File: src/rtl/cpu_pkg.sv
// Shared CPU definitions: RAM arbiter state encodings, port owner IDs
// and the default RAM access latency.
package cpu_pkg;

    typedef enum logic [1:0] {
        IDLE   = 2'd0,
        ACCESS = 2'd1,
        RESP   = 2'd2
    } arb_state_t;

    typedef enum logic {
        PORT_IF = 1'b0,
        PORT_LS = 1'b1
    } port_t;

    localparam int RAM_LAT_DEF = 1;

endpackage

File: src/rtl/ram_arbiter.sv
// Round-robin arbiter sharing the single-port I/D RAM between the
// instruction-fetch and load/store paths, with a fixed access latency.
module ram_arbiter
    import cpu_pkg::*;
#(
    parameter int AW      = 32,
    parameter int DW      = 32,
    parameter int RAM_LAT = RAM_LAT_DEF
) (
    input  logic          clk,
    input  logic          rst,
    input  logic          if_req,
    input  logic [AW-1:0] if_addr,
    output logic [DW-1:0] if_rdata,
    output logic          if_done,
    input  logic          ls_req,
    input  logic          ls_we,
    input  logic [AW-1:0] ls_addr,
    input  logic [DW-1:0] ls_wdata,
    output logic [DW-1:0] ls_rdata,
    output logic          ls_done,
    output logic          ram_cs,
    output logic          ram_we,
    output logic          ram_oe,
    output logic [AW-1:0] ram_addr,
    output logic [DW-1:0] ram_wdata,
    input  logic [DW-1:0] ram_rdata
);

    localparam int CW = (RAM_LAT > 1) ? $clog2(RAM_LAT) : 1;
    localparam logic [CW-1:0] LAT_INIT = CW'(RAM_LAT - 1);

    arb_state_t    state_q;
    arb_state_t    state_d;
    logic [CW-1:0] lat_cnt_q;
    port_t         owner_q;
    port_t         last_q;
    port_t         grant;
    logic          we_q;
    logic [AW-1:0] addr_q;
    logic [DW-1:0] wdata_q;
    logic [DW-1:0] if_rdata_q;
    logic [DW-1:0] ls_rdata_q;
    logic          any_req;
    logic          lat_done;

    assign any_req  = if_req | ls_req;
    assign lat_done = (lat_cnt_q == '0);

    // On a tie the port that did not win last time goes first.
    always_comb begin
        grant = PORT_IF;
        if (if_req && ls_req) begin
            grant = (last_q == PORT_IF) ? PORT_LS : PORT_IF;
        end else if (ls_req) begin
            grant = PORT_LS;
        end
    end

    always_ff @(posedge clk or posedge rst) begin
        if (rst) begin
            state_q <= IDLE;
        end else begin
            state_q <= state_d;
        end
    end

    always_comb begin
        state_d = state_q;
        unique case (state_q)
            IDLE:    if (any_req) state_d = ACCESS;
            ACCESS:  if (lat_done) state_d = RESP;
            RESP:    state_d = IDLE;
            default: state_d = IDLE;
        endcase
    end

    always_ff @(posedge clk or posedge rst) begin
        if (rst) begin
            lat_cnt_q  <= '0;
            owner_q    <= PORT_IF;
            last_q     <= PORT_LS;
            we_q       <= 1'b0;
            addr_q     <= '0;
            wdata_q    <= '0;
            if_rdata_q <= '0;
            ls_rdata_q <= '0;
        end else begin
            unique case (state_q)
                IDLE: begin
                    if (any_req) begin
                        owner_q   <= grant;
                        lat_cnt_q <= LAT_INIT;
                        if (grant == PORT_LS) begin
                            we_q    <= ls_we;
                            addr_q  <= ls_addr;
                            wdata_q <= ls_wdata;
                        end else begin
                            we_q    <= 1'b0;
                            addr_q  <= if_addr;
                            wdata_q <= '0;
                        end
                    end
                end
                ACCESS: begin
                    if (lat_done) begin
                        if (!we_q && owner_q == PORT_IF) if_rdata_q <= ram_rdata;
                        if (!we_q && owner_q == PORT_LS) ls_rdata_q <= ram_rdata;
                    end else begin
                        lat_cnt_q <= lat_cnt_q - 1'b1;
                    end
                end
                RESP: last_q <= owner_q;
                default: ;
            endcase
        end
    end

    always_comb begin
        ram_cs    = 1'b0;
        ram_we    = 1'b0;
        ram_oe    = 1'b0;
        ram_addr  = '0;
        ram_wdata = '0;
        if_done   = 1'b0;
        ls_done   = 1'b0;
        unique case (state_q)
            ACCESS: begin
                ram_cs    = 1'b1;
                ram_we    = we_q;
                ram_oe    = ~we_q;
                ram_addr  = addr_q;
                ram_wdata = we_q ? wdata_q : '0;
            end
            RESP: begin
                if_done = (owner_q == PORT_IF);
                ls_done = (owner_q == PORT_LS);
            end
            default: ;
        endcase
    end

    assign if_rdata = if_rdata_q;
    assign ls_rdata = ls_rdata_q;

endmodule

File: config.mk
export PLATFORM = sky130hd
export DESIGN_NAME = ram_arbiter
export DESIGN_NICKNAME = d
export VERILOG_FILES = /design/src/rtl/cpu_pkg.sv /design/src/rtl/ram_arbiter.sv
export SDC_FILE = /design/constraint.sdc
export NUM_CORES = 1
export LEC_CHECK = 0
export ABC_AREA = 1
export CAP_MARGIN = 5
export CORE_MARGIN = 2
export CORE_UTILIZATION = 39
export DETAILED_ROUTE_END_ITERATION = 10
export PLACE_DENSITY = 0.73
export SYNTH_ARGS = -nofsm -noshare
export SYNTH_HDL_FRONTEND = slang
export SYNTH_SLANG_ARGS = --single-unit
File: constraint.sdc
create_clock -name clk -period 4.1 [get_ports clk]
set_clock_uncertainty 0.1 [all_clocks]
set_input_delay 0.82 -clock clk [delete_from_list [all_inputs] [get_ports clk]]
set_output_delay 0.82 -clock clk [all_outputs]
set_load 0.005 [all_outputs]
* Word level (Yosys, flattened, before mapping)
Index checks and enable logic that the tools add are counted.
Storage, ports and cells: RAM bits 0, memories 0, memory bits (read-only) 0, output and inout port bits 133, logic and storage cells 49, input port bits 133, latch bits 0, bits in registers 134
Operators by class: eq/ne operators 4, divide/modulo/power cells 0, $lt $le $gt $ge 0, reduce and logical (&&, ||, !) cells 11, multiplexer cells 20, multiply operators 0, shift operators 0, bitwise gates (word level) 4, add/sub/neg operators 1
Operators with widths (count):
- two-way mux 32 bit | 5
- two-way mux 1 bit | 11
- AND reduction 2 bit | 3
- AND reduction 3 bit | 2
- two-way mux 2 bit | 2
- inequality test 2 bit, second input constant | 2
- one-hot mux 2 bit (2 select lines) | 1
- logical AND 1 bit | 3
- inverter 1 bit | 3
- == test 2 x 1 -> 1 bit, second input constant | 1
- == test 2 bit, second input constant | 1
- logical NOT 2 bit | 1
- one-hot mux 1 bit (2 select lines) | 1
- nonzero test 2 bit | 1
- logical NOT 1 bit | 1
- OR 1 bit | 1
- subtractor 1 bit, second input constant | 1

* Longest topological paths before layout
Gate-level depths: netlist of run 1.
depth in word-level cells 3, gate-level depth with buffers 8

* Least setup slack after synthesis of run 1
Ideal clock, no wire load.
path type register -> output, start register state_q[1], end output ram_addr[0], arrival time 1.086 ns, stages on the path, launching flop included 6, buffers on the path 2, path slack 2.094 ns, cells stage by stage dfrtp_1 > nor2_4 > inv_2 > buf_2 > buf_4 > nor2_1
Between the ends: cells in the longest elaborated chain, start to end 2
RTL lines:
- from (decl) | RTL line ram_arbiter.sv:33 | arb_state_t state_q;
- from (signal assigned) | RTL line ram_arbiter.sv:64 | state_q <= state_d;
- == test 2 x 1 -> 1 bit | RTL line ram_arbiter.sv:127 | unique case (state_q)
- two-way mux 32 bit | RTL line ram_arbiter.sv:127
- to (decl) | RTL line ram_arbiter.sv:25 | output logic [AW-1:0] ram_addr,
No other way between the ends.

* Final worst setup path of run 1
start register state_q[1], end output ram_addr[16]
Same word-level chain as after synthesis.

==> results of run 1 <==
[cell families after synthesis]
| family | Yosys count |
|---|---|
| simple gates | 438 |
| buf+inv | 185 |
| flops | 133 |
| compound gates | 66 |
[worst max-delay path, delay by kind of cell (launching register included)]
family	cells	cell delay, ns
buffers and inverters	2	1.26
AND/OR/NAND/NOR	2	0.28
flip-flops	1	0.48
[power groups by stage]
| stage | sequential [mW] | combinational (mW) | clock (mW) |
|---|---|---|---|
| after floorplan | 2.26 | 1.45 | 0 |
| after global placement | 2.29 | 2.66 | 0 |
| after detailed placement | 2.31 | 2.72 | 0 |
| after CTS | 2.30 | 2.74 | 1.62 |
| after global routing | 2.38 | 3.00 | 1.67 |
| final | 2.30 | 2.68 | 1.58 |
[path summary, 6_finish.rpt]
| kind | slack [ns] | to | start |
|---|---|---|---|
| min | 0.37 | wdata_q[16] | wdata_q[16] |
| min reg2reg | 0.37 | wdata_q[16] | wdata_q[16] |
| max in group asynchronous | 2.29 | wdata_q[17] | rst |
| max reg2reg | 1.91 | ls_rdata[12] | we_q |
| min in group asynchronous | 0.79 | we_q | rst |
| max | 0.69 | ram_addr[16] | state_q[1] |
[per-layer routing]
metal  routed length (um)  global-route usage, %  share of wire [%]
met2                 8830                   35.7                 49
met3                 1030                   4.48                5.8
met5                    0                      0                  0
met1                 7480                   25.6                 42
met4                  590                   9.18                3.3
[registers in the layout (all words and copies together) (netlist names)]
signal	count
if_rdata	32
state_q	2
we_q	1
ls_rdata	32
addr_q	32
last_q	1
owner_q	1
wdata_q	32
[final cells by class]
class                           count  area (um^2)
Clock inverter                     10          145
Tap cell                          216          270
Timing Repair Buffer              273         2730
Sequential cell                   133         3330
Clock buffer                       22          474
Inverter                          136          517
Multi-Input combinational cell    504         2160
Fill cell                        1466         6200
[synthesized netlist by cell type]
master and number:
nor2_8 1, inv_4 1, buf_1 1, buf_12 3, nand3_1 97, nand2_1 254, nand2_2 13, buf_4 5
buf_2 24, o21ai_1 36, nor2_2 1, nor2_4 2, clkbuf_2 1, inv_2 5, o21ai_0 30, nor2_1 70
inv_1 130, dfstp_2 1, dfrtp_1 132, clkbuf_1 12, buf_6 3
[per-stage QoR]
| stage | total power, mW | std cells |
|---|---|---|
| detailed placement | 5.03 | 1262 |
| CTS | 6.65 | 1294 |
| floorplan | 3.71 | 822 |
| global placement | 4.96 | 1262 |
| global route | 7.05 | 1294 |
| finish | 6.57 | 1294 |
==> impl_summary.md, run 1 <==
Status
The run finished with clean final reports.

CTS
The TritonCTS clock tree is done. The number of CTS-inserted buffers is 17. The tree is rooted in a clkbuf_16. The clock-pin slew reported for the worst setup and hold paths after clock tree synthesis is ~0.060 ns.

Clock latency on the worst-skew pair, taken at its later pin, is about 0.41 ns. After clock tree synthesis, the setup repair step added 0 buffers. The post-cts sizing count is 0. The longest clock path from root to sink contains 2 buffers.

The clock net in this run drives a total of 133 sinks. The deepest level of the CTS H-tree is 4. The hold buffer count at CTS is 0.

Power and ir drop
In this run the static leakage power is between 4 and 5 nW. The power per standard cell area is 683 nW/um^2. For this design the total switching power over the nets is 2.29 mW. The clock network accounts for 24.1% of the total power. Of the total power, the share spent switching nets is 34.9%. The highest ir drop seen on vdd is 403 uV. The sequential cell fraction of total power is around a third.

The design internal power is roughly 4.3 mW. The combinational fraction of design power is approximately two fifths.

Synthesis
The biggest area contributor in the post-synthesis netlist is dfrtp_1. Synthesis handed over a netlist of just over 800 instances. The count of distinct cell types in the synthesized netlist is 21. The total number of yosys warnings is 0. Of the total synthesized cell area, the portion taken by full adders, half adders and majority gates is 0%.

The fraction of synthesized cell area in xor and xnor cells is 0%. The number of synthesized register bits is 133. Multiplexer cells account for 0% of the synthesized area. Ranked by total cell area, the synthesized netlist is headed by dfrtp_1 52%, nand2_1 15%, inv_1 7.7%, nand3_1 7.7%, nor2_1 4.2%.

Summing the areas of all compound-gate instances in the mapped netlist gives around 5.2% of the synthesized area. The number of nets produced by synthesis is between 900 and 1,000. Dividing the synthesized area by the synthesized cell count gives between 7 and 8 um^2. After synthesis, the largest family of logic cells by area is simple AND/OR/NAND/NOR gates. The synthesized-area fraction occupied by and/or/nand/nor cells is 29.0%. The sequential element share of the synthesized area is a little over half. The share of the synthesized area in the top cell type is 52.3%. The synthesized cell area is about 6300 um^2.

Setup path
The data arrival time of the worst path is 2.49 ns. STA puts the critical path data required time at 3.18 ns. Among all stages on the critical path, the largest delay is contributed by inv_2. STA classifies the critical path startpoint as a flip-flop. Traced cell by cell, the critical path runs through nor2_4, inv_2, nor2_1, clkdlybuf4s50_1. The critical path start-end classification is reg2out. The largest single stage delay on the critical path is 0.76 ns. The worst setup path is captured at an output port. Measured in cells, the most critical reg-to-reg path has a length of 5. Along the worst path, the maximum fanout reaches 65.

Placement
The count of port buffers added during placement is between 200 and 300. The setup slack after placement is 1.13 ns. The placed instances occupy a cell area of 9000 um^2. The placed wire-length estimate is 12,500 um. The final estimated routing congestion in global placement is 0.808.

STA
Headroom to the max-slew limit came out at 27.7%. The final worst-path cycle share is 83.1%. The timing-limited maximum frequency is 0.294 GHz.

Setup repair after global routing left no endpoint under its margin. The max-slew violation count is 0. The final number of hold-violating endpoints is 0. Hold timing on the final database bottoms out at a slack of ~0.37 ns. Adding up every negative setup slack in the final design gives 0 ns. Setup violations remaining at the end of the flow were counted as 0.

The worst-margin pin slew is 1.09 ns. The clock period could shrink to ~3.4 ns. The post-layout worst setup margin is around 0.69 ns.

Routing
The routed via count is 5,891. The pre-antenna-repair detailed-routing pass consisted of 5 iterations. Dividing the detail-routed via count by the number of cells gives 4.55.

The first routing iteration left 272 violations. Dividing the detail-routed wire length by the instance count gives 13.9 um. Wires add up to 17,900 um.

The detail route stage leaves a number of antenna-violating nets equal to 0. The number of remaining DRC errors is 0.

Floorplan
The total die area is ~17,000 um^2. Measured along the x axis, the die boundary spans 131 um. The count of boundary I/O pins is 266. The initialized floorplan defines 46 standard-cell rows. The y dimension of the die is 131 um. The total core area is 15,800 um^2.

The initial cell density of the core is 39.9%.

Global route
The overall track demand over capacity in global routing is 20.9%. The number of antenna violations at the first check in global routing is 0. After global routing the overflow that remains totals 0. The first global-routing pass estimated 29,100 um of wire. The via count of the first global-routing pass is between 5,000 and 6,000. The largest net degree at the start of global routing is 73.

Worst hold path
The number of stages on the worst hold path is 2. The class of the worst hold path is reg2reg.

Layout
The final design utilization is 60.8%. The library cell used most frequently in the layout, excluding fill and tap cells, is clkdlybuf4s50_1. Of the cells placed in the final design, the portion with a size suffix greater than 1 is slightly below 6%. Compared with the post-synthesis result, the final layout area differs by 52.5%. The cell area after layout is 9620 um^2. The library cells used most frequently in the layout, excluding fill and tap cells, are 265 x clkdlybuf4s50_1, 254 x nand2_1, 132 x dfrtp_1. The final layout contains 1,198 nets. The number of antenna diodes in the final layout is 0.

Flow run
Max-cap violations in this run came to 0.
Note: power is estimated with default switching activity, not from simulation.
==> inputs of run 2 (changes only) <==
clock period = 2.76 ns   (was 4.1 ns; I/O delays follow)
==> run 2 against run 1 <==
Clock power increased by 31%. Core utilization increased by 0.21 points. Critical path type unchanged. Flip-flop and latch count is the same. Via count shrank 0.88%. Critical path depth is 1 higher. Final cell count is 0.46% higher. Clock-buffer cell count shrank 4. Hold slack gained 0.00099 ns. Critical endpoint is now ram_wdata[6].
==> impl_summary.md, run 2 (synthesized netlist as in run 1, its figures left out) <==
STA
The timing-limited maximum frequency is 0.380 GHz. The accumulated negative setup slack is 0 ns (unchanged). The tightest hold margin is 0.371 ns (+0.000991 ns). The post-layout worst setup margin came to 0.131 ns (-0.563 ns).

The final number of hold-violating endpoints is 0 (unchanged). The worst-margin pin slew is 0.745 ns (-0.340 ns). Setup repair after global routing left no endpoint under its margin. The relative max-transition margin was 50.4% (+23 points).

The max-slew violation count is 0 (unchanged). The number of setup violations in the final report is 0 (unchanged). The post-route minimum period is roughly 2.6 ns. Dividing the final minimum period by the clock period gives 95.3%.

Status
The flow ran to the end, and the final reports show no timing, DRC or antenna violations.

CTS
The clock sink total is 133 (unchanged). The deepest level of the CTS H-tree is 4 (unchanged). The hold buffer count at CTS is 0 (unchanged). The clock latency on the worst-skew pair came to 0.40 ns (about the same). The cell sitting at the root of the clock tree is a clkbuf_16. The number of CTS-inserted buffers is 17 (unchanged). The maximum count of clock buffers along a single path is 2 (unchanged).

The count of buffers added by post-CTS timing repair for setup came to 0 (unchanged). The TritonCTS clock tree is done. The clock-pin slew reported for the worst setup and hold paths after clock tree synthesis is 0.06 ns (about the same).

Global route
The largest net degree at the start of global routing is 134 (+84%). The via count of the first global-routing pass was 5,640 (-2.8%). The overflow left after global routing is 0 (unchanged). The first-pass GRT wire length is 29,000 um (-0.14%).

The number of antenna violations at the first check in global routing is 0 (unchanged). The overall track demand over capacity in global routing is 21.0% (+0.10 points).

Setup path
The biggest cell delay along the critical path is 0.53 ns (-0.23 ns). The library cell contributing the largest single delay on the critical path is clkdlybuf4s50_1. The startpoint type of the worst setup path is a flip-flop. The worst setup path is captured at an output port. The sum of buffers and inverters on the critical path is 3 (+1). The largest fanout on the critical path is 39 (-40%).

The dominant delay contributor by cell family on the critical path is buffers and inverters. The critical path goes through nor2_4, inv_6, buf_12, nor2_2, clkdlybuf4s50_1. The data arrival time of the worst path came to 1.98 ns (-0.51 ns). The critical path is of the reg2out type. The data required time at the worst endpoint is 2.11 ns (-1.07 ns).

Layout
The cell area after layout came to 9660 um^2 (+0.34%). The final non-filler cell total came to 1,300 (+0.46%). The number of filler instances in the final layout is 1,460 (-0.41%). Leaving out fill and tap cells, the most frequent cell in the layout is clkdlybuf4s50_1. The antenna cell count is 0 (unchanged). The final design utilization is 61.0% (+0.21 points). The number of nets in the layout is 1,204 (+0.50%).

In the layout the commonest cells are 265 x clkdlybuf4s50_1, 254 x nand2_1, 131 x dfrtp_1. The area growth from synthesis to layout is 53.0%. The share of post-route cells with drive strength above 1 came to 6.64% (+0.80 points).

Routing
The routed length per instance is 13.5 um (-2.6%). The routed via count is 5,839 (-0.88%). The number of iterations in the first detailed-routing pass is 5 (unchanged). The mean number of vias per cell came to 4.49 (-1.3%). The number of DRC markers in iteration 0 came to 291 (+7.0%). The remaining antenna violation count is 0 (unchanged). The total wire length after detailed routing is 17,500 um (-2.2%). The number of remaining DRC errors was 0 (unchanged).

Floorplan
The die width is 131 um (unchanged). The number of rows created at floorplan is 46 (unchanged). The total core area is 15,800 um^2 (unchanged).

The count of boundary I/O pins is 266 (unchanged). The y dimension of the die is 131 um (unchanged). The initial cell density of the core is 39.9% (unchanged). The total die area came to 17,200 um^2 (unchanged).

Power and ir drop
The total power of the final layout is 9.59 mW (+46%). The highest ir drop seen on vdd is 532 uV (+32%). The leakage power came to 4.80 nW (+0.25%).

The power per standard cell area came to 993 nW/um^2 (+45%).

Placement
The final estimated routing congestion in global placement is 0.810 (+0.31%). The setup slack after placement was 0.366 ns (-0.764 ns). The area after detailed placement is 9100 um^2 (+1.1%). The number of cells in the design after placement came to 1,268 (+0.48%).

The placed wire-length estimate is 12,300 um (-1.0%). The count of port buffers added during placement was 265 (unchanged).

Worst hold path
The worst hold path belongs to the class reg2reg.

Flow run
The max-capacitance violation count is 0 (unchanged).
-- run 2: repair_timing --
action	CTS	global route
gates resized for setup	1	3
pin swaps	0	0
setup endpoints to repair	39	11
cloned	0	0
-- run 2: final cells by class --
class	count	area, um^2	share of cell area (%)
clock buffers	18	429	4.44
clock inverters	14	119	1.23
inverters	136	522	5.40
multi-input cells	504	2160	22.4
flip-flops and latches	133	3330	34.5
well taps	216	270	2.80
repair buffers	279	2820	29.2
-- run 2: worst register-to-register path, stage by stage, from the launching register on --
cell and delay, ns:
dfrtp_2 0.45, nor2_4 0.17, buf_4 0.16, nand2_2 0.34
buf_12 0.32, nand2_1 0.07, o21ai_0 0.08
-- run 2: worst paths after layout --
path | startpoint | endpoint | slack, ns | cells past startpoint
setup / recovery | state_q[1] | ram_wdata[6] | 0.13 | 5
hold / removal | wdata_q[9] | wdata_q[9] | 0.37 | 2
max in group asynchronous | rst | ls_rdata[11] | 1.39 | 3
setup reg to reg | state_q[1] | if_rdata[10] | 0.95 | 6
min in group asynchronous | rst | if_rdata[27] | 0.58 | 3
hold reg to reg | wdata_q[9] | wdata_q[9] | 0.37 | 2
-- run 2: where the power goes --
group	switching, mW	total, mW	internal [mW]	leakage (nW)
sequential	0.482	3.36	2.87	1.65
combinational	2.07	4.16	2.09	2.89
clock	0.897	2.07	1.17	0.258
-- run 2: routing by layer --
layer | track usage, % | part of all wire (%) | up-vias
met5 | 0 | 0 | -
met4 | 8.21 | 2.4 | 0
met3 | 5.48 | 6.0 | 26
met2 | 35.4 | 49 | 172
met1 | 25.9 | 42 | 2663
li1 | - | - | 2978
==> patch 1: new RTL, settings of run 1 <==
Register the input `if_addr` before use. The logic sees it one clock later. The other inputs are not delayed to match.
--- a/src/rtl/ram_arbiter.sv
+++ b/src/rtl/ram_arbiter.sv
@@ -30,4 +30,10 @@
     localparam int CW = (RAM_LAT > 1) ? $clog2(RAM_LAT) : 1;
     localparam logic [CW-1:0] LAT_INIT = CW'(RAM_LAT - 1);
+
+    logic [AW-1:0] if_addr_q;
+
+    always_ff @(posedge clk) begin
+        if_addr_q <= if_addr;
+    end
 
     arb_state_t    state_q;
@@ -98,5 +104,5 @@
                         end else begin
                             we_q    <= 1'b0;
-                            addr_q  <= if_addr;
+                            addr_q  <= if_addr_q;
                             wdata_q <= '0;
                         end
Check against the original RTL: not equivalent (Yosys sat finds a counterexample within 4 cycles, from zero or initial values and one cycle with rst high).
==> patch 1 against run 1 <==
Utilization shrank 1.5 points; worst hold slack gained 0.012 ns; worst setup slack gained 0.034 ns; design area grew 6.2%; clock power grew 3%; global-route usage shrank 1.2 points; power grew 3.8%; wire length grew 3.5%; sequential cell count grew 32; via count grew 2.8%; area after synthesis grew 8.9%; largest power group unchanged; highest routed layer unchanged.
==> patch 1: results (changes against run 1) <==
Logic synthesis
  – Synthesized netlist net count: 987 (was 955)
  – Library cells used by synthesis: 18 (was 21)
  – Cell types occupying the most area after synthesis: sky130_fd_sc_hd__dfrtp_1, sky130_fd_sc_hd__nand2_1, sky130_fd_sc_hd__dfxtp_1 (was sky130_fd_sc_hd__dfrtp_1, sky130_fd_sc_hd__nand2_1, sky130_fd_sc_hd__inv_1)
  – Sequential-to-total area share from yosys stat: 57.8% (was 52.8%)
  – Synth async-reset ratio: 80.6% (was 100%)
  – Syn avg cell area: 8.05 sq um (was 7.68 sq um)
  – Synth cell count leaders: sky130_fd_sc_hd__nand2_1, sky130_fd_sc_hd__dfrtp_1, sky130_fd_sc_hd__inv_1 (unchanged)

Min path
  – Cell count of the worst hold path: 2 (unchanged)

Global route
  – Vias in the first global route: 5706 (was 5803)
  – Number of antenna violations at the first check in global routing: 0 (unchanged)
  – Met3 routing resource usage after global routing: 4.52% (was 4.48%)
  – Maximum number of pins on one net before global-route repair: 69 (was 73)
  – Overall fraction of global-route tracks in use: 19.8% (was 20.9%)
  – Grt met2 use: 32.2% (was 35.7%)
  – Met1 layer usage reported by global route: 26.0% (was 25.6%)

Placed design
  – Final Wtd Congestion: 0.815 (was 0.808)
  – Placed instance area: 9610 sq um (was 9000 sq um)
  – Placed cell count: 1303 (was 1262)
  – Placement Setup Slack: 1.17 ns (was 1.13 ns)
  – Final HPWL from detailed placement: 12600 um (was 12500 um)

Route
  – WL per Instance: 13.9 um (about the same)
  – Iter 0 DRT Violations: 321 (was 272)
  – Vias after detailed routing: 6054 (was 5891)
  – WL final: 18600 um (was 17900 um)

Power and ir drop
  – Leakage power figure: 5.04 nW (was 4.79 nW)
  – Worst voltage drop across the vdd grid: 0.323 mV (was 0.403 mV)

Layout
  – Layout Nets: 1230 (was 1198)
  – Share of layout cells above drive strength 1: 4.77% (was 5.84%)
  – Filler cell count: 1546 (was 1466)

STA
  – Worst slew pin tran: 1.18 ns (was 1.09 ns)

Run status
  – Result of the run: complete, no violations (unchanged)
[patch 1: final cells by class]
cell class | instances | area (sq um) | share of cell area [%]
Clock buffer | 18 | 439 | 4.30
Clock inverter | 14 | 169 | 1.65
Inverter | 136 | 514 | 5.03
Multi-Input combinational cell | 503 | 2110 | 20.7
Sequential cell | 165 | 3970 | 38.8
Tap cell | 225 | 282 | 2.75
Timing Repair Buffer | 274 | 2730 | 26.7
[patch 1: cells by family after synthesis]
group	after synthesis	synth area share (%)
flops	165	57.8
simple gates	437	26.0
compound gates	66	4.81
buf+inv	186	11.5
[patch 1: where the power goes]
part / leakage (nW) / internal, W / switching (W) / total (W)
clock: 0.292 / 0.000932 / 0.000694 / 0.00163
sequential: 1.93 / 0.00224 / 0.000334 / 0.00258
combinational: 2.82 / 0.00130 / 0.00131 / 0.00262
total: 5.04 / 0.00448 / 0.00234 / 0.00682
[patch 1: final timing paths]
| path | startpoint | endpoint | slack, ns |
|---|---|---|---|
| worst max-delay path | state_q[0] | ram_addr[9] | 0.73 |
| worst min-delay path | wdata_q[18] | wdata_q[18] | 0.38 |
| worst max register to register | we_q | if_rdata[9] | 1.58 |
| worst min register to register | wdata_q[18] | wdata_q[18] | 0.38 |
| max in group asynchronous | rst | last_q | 2.34 |
| min in group asynchronous | rst | ls_rdata[16] | 0.78 |
[patch 1: per-layer routing]
layer  vias up  share of wire, %
met1      2759                43
met4         0               1.9
met3        26               6.5
met5         -                 0
met2       207                48
li1       3062                 -
[patch 1: critical path, stage by stage, from the launching register on]
cell and delay, ns:
sky130_fd_sc_hd__dfrtp_1 0.37, sky130_fd_sc_hd__inv_2 0.09, sky130_fd_sc_hd__nor2_4 0.06, sky130_fd_sc_hd__inv_2 0.84, sky130_fd_sc_hd__nor2_1 0.15, sky130_fd_sc_hd__clkdlybuf4s50_1 0.50
==> patch 2: new RTL, config.mk and constraints of run 1 <==
Without the edit above. The parameter `DW` goes from 32 to 16.
--- a/src/rtl/ram_arbiter.sv
+++ b/src/rtl/ram_arbiter.sv
@@ -5,5 +5,5 @@
 #(
     parameter int AW      = 32,
-    parameter int DW      = 32,
+    parameter int DW      = 16,
     parameter int RAM_LAT = RAM_LAT_DEF
 ) (
Ports: changed (5 resized); port bits go from 266 to 186. The function was not compared with the original's and may differ.
==> patch 2 against run 1 <==
Count of clock-buffer cells in the layout shrank 13; wire length shrank 35%; worst setup slack gained 0.31 ns; cell count shrank 30%; sequential power shrank 36%; combinational power shrank 34%; design area shrank 34%; critical endpoint is now ram_addr[5]; sequential cell count shrank 48; critical path type unchanged; synthesized cell count shrank 27%; power shrank 41%; critical path depth grew 1; highest routed layer unchanged; area after synthesis shrank 33%.
==> patch 2: results (changes against run 1) <==
Run status
  – Result of the run: complete, no violations (unchanged)

Placed design
  – Placed instance area: 6160 sq um (was 9000 sq um)
  – Final HPWL from detailed placement: 8410 um (was 12500 um)
  – PortBufs: 185 (was 265)
  – Final Wtd Congestion: 0.864 (was 0.808)
  – Placed cell count: 896 (was 1262)

Power and ir drop
  – Leakage power figure: 3.28 nW (was 4.79 nW)
  – Worst voltage drop across the vdd grid: 0.317 mV (was 0.403 mV)

Layout
  – Non-Filler Instances: 912 (was 1294)
  – Area overhead of the layout relative to synthesis: 49.7% (was 52.5%)
  – Filler cell count: 1003 (was 1466)
  – Layout Nets: 868 (was 1198)
  – Number of flip-flops in the largest register: 32
  – Register bank with the most flops: addr_q
  – Share of layout cells above drive strength 1: 4.02% (was 5.84%)
  – N_diodes: 0 (unchanged)

Logic synthesis
  – Synth cell count leaders: sky130_fd_sc_hd__nand2_1, sky130_fd_sc_hd__inv_1, sky130_fd_sc_hd__dfrtp_1 (was sky130_fd_sc_hd__nand2_1, sky130_fd_sc_hd__dfrtp_1, sky130_fd_sc_hd__inv_1)
  – Synth async-reset ratio: 100% (unchanged)
  – Cell count after synthesis: 598 (was 822)
  – Synthesized netlist net count: 699 (was 955)
  – Cell types occupying the most area after synthesis: sky130_fd_sc_hd__dfrtp_1, sky130_fd_sc_hd__nand2_1, sky130_fd_sc_hd__inv_1 (unchanged)
  – Library cells used by synthesis: 14 (was 21)
  – Sequential-to-total area share from yosys stat: 50.0% (was 52.8%)
  – Count of warnings emitted by yosys: 0 (unchanged)
  – Top_reg_cell synth: sky130_fd_sc_hd__dfrtp_1 (unchanged)

Clock tree
  – Root cell of the clock tree: sky130_fd_sc_hd__clkbuf_8 (was sky130_fd_sc_hd__clkbuf_16)
  – H-tree depth: 3 (was 4)
  – Max clock buf depth: 2 (unchanged)
  – Clock insertion delay at the later pin of the skew report: 0.36 ns (was 0.41 ns)
  – Clock-pin slew on the worst setup and hold paths: 0.09 ns (was 0.06 ns)
  – Post-CTS Setup Inserts: 0 (unchanged)
  – Number of clock buffers inserted by TritonCTS: 9 (was 17)
  – Cells resized by post-CTS repair: 0 (unchanged)

Route
  – Iteration count of the initial detailed-routing pass: 4 (was 5)
  – Post-Route M1 WL: 5340 um (was 7480 um)
  – Iter 0 DRT Violations: 290 (was 272)
  – Number of vias per cell: 4.62 (was 4.55)
  – Met2 WL: 5080 um (was 8830 um)
  – Topmost layer with routed signal wires: met4 (unchanged)
  – WL per Instance: 12.8 um (was 13.9 um)
  – Met3 wirelength from detailed routing: 977 um (was 1030 um)

Critical path
  – Worst-path fanout max: 49 (was 65)
  – Signal arrival time at the worst endpoint: 2.18 ns (was 2.49 ns)

Global route
  – First-pass GRT wire length: 18800 um (was 29100 um)
  – Vias in the first global route: 4030 (was 5803)
  – Number of antenna violations at the first check in global routing: 0 (unchanged)
  – Maximum number of pins on one net before global-route repair: 50 (was 73)
  – Overall fraction of global-route tracks in use: 20.3% (was 20.9%)

STA
  – Worst slew pin tran: 0.912 ns (was 1.09 ns)

Min path
  – Hold Path Class: register to register (unchanged)
patch 2: through the flow:
step / power (W) / setup WS, ns / hold slack (ns)
global route: 0.00420 / 0.797 / 0.403
global placement: 0.00322 / 1.30 / 0.355
detailed placement: 0.00328 / 1.26 / 0.360
finish: 0.00386 / 1.00 / 0.381
floorplan: 0.00239 / 0.988 / 0.342
CTS: 0.00390 / 0.943 / 0.382
patch 2: worst paths after layout:
path,start,to,slack (ns),depth (start not counted)
max in group asynchronous,rst,ls_rdata[3],2.46,3
worst max register to register,we_q,ls_rdata[3],2.05,3
min in group asynchronous,rst,wdata_q[1],0.66,2
worst min register to register,wdata_q[13],wdata_q[13],0.38,2
worst min-delay path,wdata_q[13],wdata_q[13],0.38,2
worst max-delay path,state_q[0],ram_addr[5],1.00,5
patch 2: routing by layer:
metal  global-route usage, %  vias up
li1                        -     2108
met1                    27.2     1908
met2                    31.3      177
met3                    5.55       19
met4                    8.06        0
met5                       0        -
patch 2: area by class of cell:
| class | instances | area share (%) |
|---|---|---|
| Inverter | 120 | 7.09 |
| Clock inverter | 7 | 1.28 |
| Timing Repair Buffer | 191 | 29.8 |
| Sequential cell | 85 | 33.4 |
| Multi-Input combinational cell | 360 | 23.7 |
| Clock buffer | 9 | 1.94 |
| Tap cell | 140 | 2.75 |
patch 2: cells by family (layout without fill, tap and decap cells):
group                  count (synthesis)  count (layout)  synth area share [%]
AND/OR/NAND/NOR                      326             326                  31.6
buffers and inverters                153             327                  14.4
flip-flops                            85              85                  50.0
AO/OA/AOI/OAI                         34              34                  4.00
patch 2: power breakdown:
group	total, W	leakage [nW]	switching (W)	internal [W]
combinational	0.00176	2.14	0.000891	0.000874
clock	0.000619	0.0944	0.000329	0.000290
sequential	0.00148	1.05	0.000239	0.00124
total	0.00386	3.28	0.00146	0.00240
patch 2: worst max-delay path, cell delays in order, from the launching register on:
cell and delay (ns):
sky130_fd_sc_hd__dfrtp_1 0.40, sky130_fd_sc_hd__inv_2 0.11, sky130_fd_sc_hd__nor2_4 0.06, sky130_fd_sc_hd__inv_2 0.63, sky130_fd_sc_hd__nor2_1 0.12, sky130_fd_sc_hd__clkdlybuf4s50_1 0.49
